[src/rtl/div_unit_pkg.sv]
// Shared execute-stage definitions: ALU and divider operation encodings,
// divider FSM states, the divider result latency, and op classification helpers.
package div_unit_pkg;

  localparam int XLEN        = 32;
  // Accept edge -> resp_valid: WIDTH CALC cycles, one FIXUP, then DONE.
  localparam int DIV_LATENCY = XLEN + 2;

  typedef enum logic [1:0] {
    ADD_ADD  = 2'd0,
    ADD_SUB  = 2'd1,
    ADD_SLT  = 2'd2,
    ADD_SLTU = 2'd3
  } adderOp_t;

  typedef enum logic [1:0] {
    DIV_DIV  = 2'd0,
    DIV_DIVU = 2'd1,
    DIV_REM  = 2'd2,
    DIV_REMU = 2'd3
  } divOp_t;

  typedef enum logic [1:0] {
    S_IDLE  = 2'd0,
    S_CALC  = 2'd1,
    S_FIXUP = 2'd2,
    S_DONE  = 2'd3
  } div_state_t;

  function automatic logic is_signed_div(input divOp_t op);
    return (op == DIV_DIV) || (op == DIV_REM);
  endfunction

  function automatic logic is_rem_op(input divOp_t op);
    return (op == DIV_REM) || (op == DIV_REMU);
  endfunction

endpackage

[src/rtl/div_unit_step.sv]
// One restoring division iteration (combinational).
//   rem       [WIDTH:0]   partial remainder before the step
//   quot      [WIDTH-1:0] dividend/quotient shift register before the step
//   divisor   [WIDTH-1:0] divisor magnitude
//   rem_next  [WIDTH:0]   partial remainder after the step
//   quot_next [WIDTH-1:0] quotient register shifted left with the new bit
module div_step
  import div_unit_pkg::*;
#(
  parameter int WIDTH = XLEN
) (
  input  logic [WIDTH:0]   rem,
  input  logic [WIDTH-1:0] quot,
  input  logic [WIDTH-1:0] divisor,
  output logic [WIDTH:0]   rem_next,
  output logic [WIDTH-1:0] quot_next
);

  // The partial remainder always stays below the divisor, so rem[WIDTH] is
  // zero in practice; carrying it as a guard bit keeps the step exact for any
  // input, and the borrow lands in the extra top bit.
  logic [WIDTH+1:0] shifted;
  logic [WIDTH+1:0] trial;

  assign shifted = {rem, quot[WIDTH-1]};
  assign trial   = shifted - {2'b00, divisor};

  always_comb begin
    rem_next  = shifted[WIDTH:0];
    quot_next = {quot[WIDTH-2:0], 1'b0};
    if (!trial[WIDTH+1]) begin
      rem_next  = trial[WIDTH:0];
      quot_next = {quot[WIDTH-2:0], 1'b1};
    end
  end

endmodule

[src/rtl/div_unit.sv]
// Iterative RV32M divider (DIV/DIVU/REM/REMU), one quotient bit per cycle.
//   clk, rst                 clock, synchronous active-high reset
//   req_valid/req_ready      request handshake; req_op, req_a (dividend), req_b (divisor)
//   kill                     abort the in-flight operation, no response issued
//   resp_valid/resp_ready    response handshake; resp_data = quotient or remainder
module div_unit
  import div_unit_pkg::*;
#(
  parameter int WIDTH = XLEN
) (
  input  logic             clk,
  input  logic             rst,
  input  logic             req_valid,
  output logic             req_ready,
  input  divOp_t           req_op,
  input  logic [WIDTH-1:0] req_a,
  input  logic [WIDTH-1:0] req_b,
  input  logic             kill,
  output logic             resp_valid,
  input  logic             resp_ready,
  output logic [WIDTH-1:0] resp_data
);

  localparam int               CNT_W   = $clog2(WIDTH + 1);
  localparam logic [WIDTH-1:0] MIN_INT = {1'b1, {(WIDTH-1){1'b0}}};

  function automatic logic [WIDTH-1:0] neg2c(input logic [WIDTH-1:0] x);
    return ~x + 1'b1;
  endfunction

  div_state_t       state;
  logic [CNT_W-1:0] cnt;
  logic [WIDTH:0]   rem;
  logic [WIDTH-1:0] quot;
  logic [WIDTH-1:0] divisor;
  logic             op_rem;
  logic             op_signed;
  logic             neg_q;
  logic             neg_r;

  logic [WIDTH:0]   rem_next;
  logic [WIDTH-1:0] quot_next;

  logic             req_signed;
  logic [WIDTH-1:0] a_mag;
  logic [WIDTH-1:0] b_mag;
  logic             b_zero;
  logic             ovf;
  logic [WIDTH-1:0] special_res;
  logic [WIDTH-1:0] fix_res;

  assign req_ready = (state == S_IDLE) && !rst;

  // Operand conditioning. |MIN_INT| wraps to MIN_INT, which is the right
  // magnitude once the datapath treats it as unsigned.
  assign req_signed = is_signed_div(req_op);
  assign a_mag      = (req_signed && req_a[WIDTH-1]) ? neg2c(req_a) : req_a;
  assign b_mag      = (req_signed && req_b[WIDTH-1]) ? neg2c(req_b) : req_b;
  assign b_zero     = (req_b == '0);
  assign ovf        = req_signed && (req_a == MIN_INT) && (req_b == '1);

  // Divide-by-zero and signed overflow skip the iteration entirely.
  always_comb begin
    special_res = '0;
    if (b_zero) special_res = is_rem_op(req_op) ? req_a : '1;
    else        special_res = is_rem_op(req_op) ? '0 : MIN_INT;
  end

  always_comb begin
    fix_res = '0;
    if (op_rem) fix_res = (op_signed && neg_r) ? neg2c(rem[WIDTH-1:0]) : rem[WIDTH-1:0];
    else        fix_res = (op_signed && neg_q) ? neg2c(quot) : quot;
  end

  div_step #(.WIDTH(WIDTH)) u_step (
    .rem       (rem),
    .quot      (quot),
    .divisor   (divisor),
    .rem_next  (rem_next),
    .quot_next (quot_next)
  );

  always_ff @(posedge clk) begin
    if (rst) begin
      state      <= S_IDLE;
      resp_valid <= 1'b0;
      resp_data  <= '0;
      cnt        <= '0;
    end else begin
      case (state)
        S_IDLE: begin
          if (req_valid && !kill) begin
            op_rem    <= is_rem_op(req_op);
            op_signed <= req_signed;
            neg_q     <= req_a[WIDTH-1] ^ req_b[WIDTH-1];
            neg_r     <= req_a[WIDTH-1];
            if (b_zero || ovf) begin
              resp_data  <= special_res;
              resp_valid <= 1'b1;
              state      <= S_DONE;
            end else begin
              rem     <= '0;
              quot    <= a_mag;
              divisor <= b_mag;
              cnt     <= CNT_W'(WIDTH);
              state   <= S_CALC;
            end
          end
        end
        S_CALC: begin
          if (kill) begin
            state <= S_IDLE;
          end else begin
            rem  <= rem_next;
            quot <= quot_next;
            cnt  <= cnt - 1'b1;
            if (cnt == CNT_W'(1)) state <= S_FIXUP;
          end
        end
        S_FIXUP: begin
          if (kill) begin
            state <= S_IDLE;
          end else begin
            resp_data  <= fix_res;
            resp_valid <= 1'b1;
            state      <= S_DONE;
          end
        end
        S_DONE: begin
          if (kill || resp_ready) begin
            resp_valid <= 1'b0;
            state      <= S_IDLE;
          end
        end
        default: begin
          resp_valid <= 1'b0;
          state      <= S_IDLE;
        end
      endcase
    end
  end

endmodule

[config.mk]
export PLATFORM = sky130hd
export DESIGN_NAME = div_unit
export DESIGN_NICKNAME = d
export VERILOG_FILES = /design/src/rtl/div_unit_pkg.sv /design/src/rtl/div_unit_step.sv /design/src/rtl/div_unit.sv
export SDC_FILE = /design/constraint.sdc
export NUM_CORES = 1
export LEC_CHECK = 0
export ABC_AREA = 1
export CAP_MARGIN = 20
export CORE_AREA = 2 2 195 197
export CTS_CLUSTER_SIZE = 40
export DETAILED_ROUTE_END_ITERATION = 8
export DIE_AREA = 0 0 197 199
export PLACE_DENSITY = 0.53
export REMOVE_ABC_BUFFERS = 1
export SLEW_MARGIN = 20
export SYNTH_ARGS = -nofsm -noshare
export SYNTH_HDL_FRONTEND = slang
export SYNTH_SLANG_ARGS = --single-unit
[constraint.sdc]
create_clock -name clk -period 5.6 [get_ports clk]
set_clock_uncertainty 0.05 [all_clocks]
set_input_delay 1.12 -clock clk [delete_from_list [all_inputs] [get_ports clk]]
set_output_delay 1.12 -clock clk [all_outputs]
set_load 0.01 [all_outputs]
==> impl_results.md <==
* Peak Freq at 0.258 GHz
* Wirelength per Cell at 17.2 um
* ANT cells at 0
* Worst slew margin at 42.3%
* P per Cell Area at 332 nW/um^2
* Drt drc at 0
* Post-CTS sizing at 0
* Worst-margin pin slew at 860 ps
* Vias in the first global route at 12600
* Total power at 4.95 mW
* CTS tree: yes
* GP Congestion at 0.940
* Global-route wire length before repair at 70500 um
* Synth Area in Adders at 3.95%
* Max Slew Vio Count at 0
* FP Rows at 71
* Post-CTS setup buffer count at 0
* Top-count cell post-synth: nand2_1
* Share of cells above drive strength 1 at 4.88%
* PortBufs at 104
* Max-cap viol count at 0
* Area fraction in compound gates after synthesis at 9.61%
* EDFF count, synth at 101
* R2R setup slack at 2500 ps
* Root Buffer: clkbuf_16
* Synth Area in Simple Gates at 41.5%
* Area delta synth->final at 16.1%
* Critical path arrival at 3960 ps
* Minimum clock period at 3880 ps
* WL final at 45400 um
* WP data required at 5680 ps
* Placed cell areas at 14300 um^2
* Dpl hpwl at 36000 um
* Post-synth top area share at 23.6%
* Tot GR Track Use at 23.5%
* R2R cell count at 12
* H-tree Lvls at 4
* Part of the Yosys area used for sequential elements at 30.0%
* Mux cell area share after synthesis at 0%
* Die width at 197 um
* Synth cell count leaders: 607 x nand2_1, 350 x nor2_1, 252 x inv_1
* Largest net degree at the start of global routing at 81
* Worst-case clock buffer depth at 2
* Final Cycle Share at 69.3%
* Core ar. at 37100 um^2
* Hold endpoint: resp_valid$_SDFFE_PP0P_
* Critical hold path startpoint: resp_valid$_SDFFE_PP0P_
* Pre-CTS setup slack at 1300 ps
* CTS hold repair buffers at 0
* Peak VDD IR at 0.259 mV
* Min-delay worst type: flip-flop to flip-flop
* Residual overflow from global routing at 0
* Cells after Synth at 2080
* Final worst slack at 1720 ps
* Die height at 199 um
* Final #Nets at 2270
* Area of the die at 39200 um^2
* Yosys warns at 0
* Mapped Area at 12800 um^2
* Unique masters post-synth at 46
* Hold depth at 2
* Yosys reg bits at 142
* Setup TNS at 0 ps
* Critical path fanouts, max at 36
* First-pass DRT Iterations at 8
* Final Hold Vio Count at 0
* Via count at 13500
* CTS buffer count at 17
* XOR/XNOR share of the synthesized area at 4.57%
* Io pins at 105
* Synthesized area per cell at 6.18 um^2
* Final setup viols at 0
* Via-to-Cell Ratio at 5.11
* Clock Latency Late Sink at 460 ps
* Post-Route Utilization at 40.2%
* Reg-to-Reg Start: state[1]$_SDFFE_PP0P_
* Top cells by area, synth: edfxtp_1 24%, nand2_1 18%, nor2_1 10%
* Largest family of logic cells by synthesized area: simple AND/OR/NAND/NOR gates
* Iter 0 DRT Violations at 1251
* Synth area leader: edfxtp_1
* Post-route design area at 14900 um^2
* Clk slew on worst S/H paths at 70 ps
* Critical Path Start Type: input pin
* Reg-to-Reg End: resp_data[20]$_SDFFE_PP0P_
* Status: finished clean
* Fraction of registers with async set/reset at 0%
* Prevailing post-synth register cell: edfxtp_1
* Worst setup EP type: flip-flop
* RSZ-0062 raised after global routing: no
* Antenna-violating nets left at 0
* Pleak at 6.69 nW
* Sink Count at 142
* Initial antenna violation count at 0
* Critical path class: input pin to flip-flop
* Starting density of the core at 34.6%
stage by stage:
stage / hold WS [ps] / instances
finish: 416 / 2646
floorplan: 417 / 2025
global route: 445 / 2646
CTS: 421 / 2646
global placement: 405 / 2614
detailed placement: 403 / 2614
final cells by class:
cell class                      instances  area (um^2)
Fill cell                            4050        22200
Timing Repair Buffer                  115         1140
Clock inverter                         13          186
Clock buffer                           19          433
Multi-Input combinational cell       1607         7670
Inverter                              276         1040
Sequential cell                       142         3850
Tap cell                              474          593
where the power goes:
group	internal, mW	leakage, nW	switching [mW]	total [mW]
combinational	0.704	5.13	1.43	2.14
clock	0.748	0.292	0.503	1.25
sequential	1.38	1.27	0.185	1.56
total	2.83	6.69	2.12	4.95
flip-flops by register name, indices dropped and copies added (netlist names), 2 cells and up:
name,flops
divisor,32
resp_data,32
cnt,6
state,2
quot,32
rem,33
layout by cell type, fill, tap and decap left out, types with 4 or more instances in the layout:
cell             count
a31oi_1              5
inv_1              251
o21ai_1             31
nand3_1            219
o21ai_0            109
xnor2_1             25
bufinv_16            4
xor2_1              42
ha_1                39
nor3_1              21
inv_2               24
a21oi_1             69
nand2_2              7
edfxtp_1           101
clkbuf_16           17
o211ai_1             4
nand2_4              7
buf_4               10
o21bai_1             7
nand3b_1             4
nor2_1             350
nor2_4               5
clkdlybuf4s50_1    104
dfxtp_1             41
or2_2                5
nand4_1             19
nor2_2               5
nand2_1            607
worst max-delay path, stage by stage:
cell,delay [ps]
clkdlybuf4s50_1,520
inv_1,90
ha_1,240
nand2_1,120
nor2_1,70
nand2_1,190
nor2_1,110
nand3_1,120
nand2_1,90
nand2_1,100
nand2_2,110
inv_2,100
nand2_1,90
inv_2,530
buf_12,310
logic make-up after synthesis:
kind of cell             after synthesis
AO/OA/AOI/OAI                        235
XOR/XNOR                              67
adder cells (fa/ha/maj)               40
buffers and inverters                331
flip-flops                           142
AND/OR/NAND/NOR                     1265
worst max path at each step:
stage,start,endpoint,slack [ps],cells past startpoint
after floorplan,state[0]$_SDFFE_PP0P_,quot[0]$_DFFE_PP_,940,8
after detailed placement,req_a[0],rem[5]$_SDFFCE_PN0P_,1300,15
after global routing,req_a[0],rem[1]$_SDFFCE_PN0P_,1500,15
after global placement,req_a[0],rem[6]$_SDFFCE_PN0P_,1390,15
final,req_a[0],rem[7]$_SDFFCE_PN0P_,1720,15
after CTS,req_a[0],rem[1]$_SDFFCE_PN0P_,1800,15
per-layer routing:
metal	global-route usage (%)	routed length [um]
met5	0	0
met4	5.21	572
met3	2.56	2490
met1	33.7	22300
met2	37.9	20000
No activity file was read; power rests on OpenSTA's default activity.
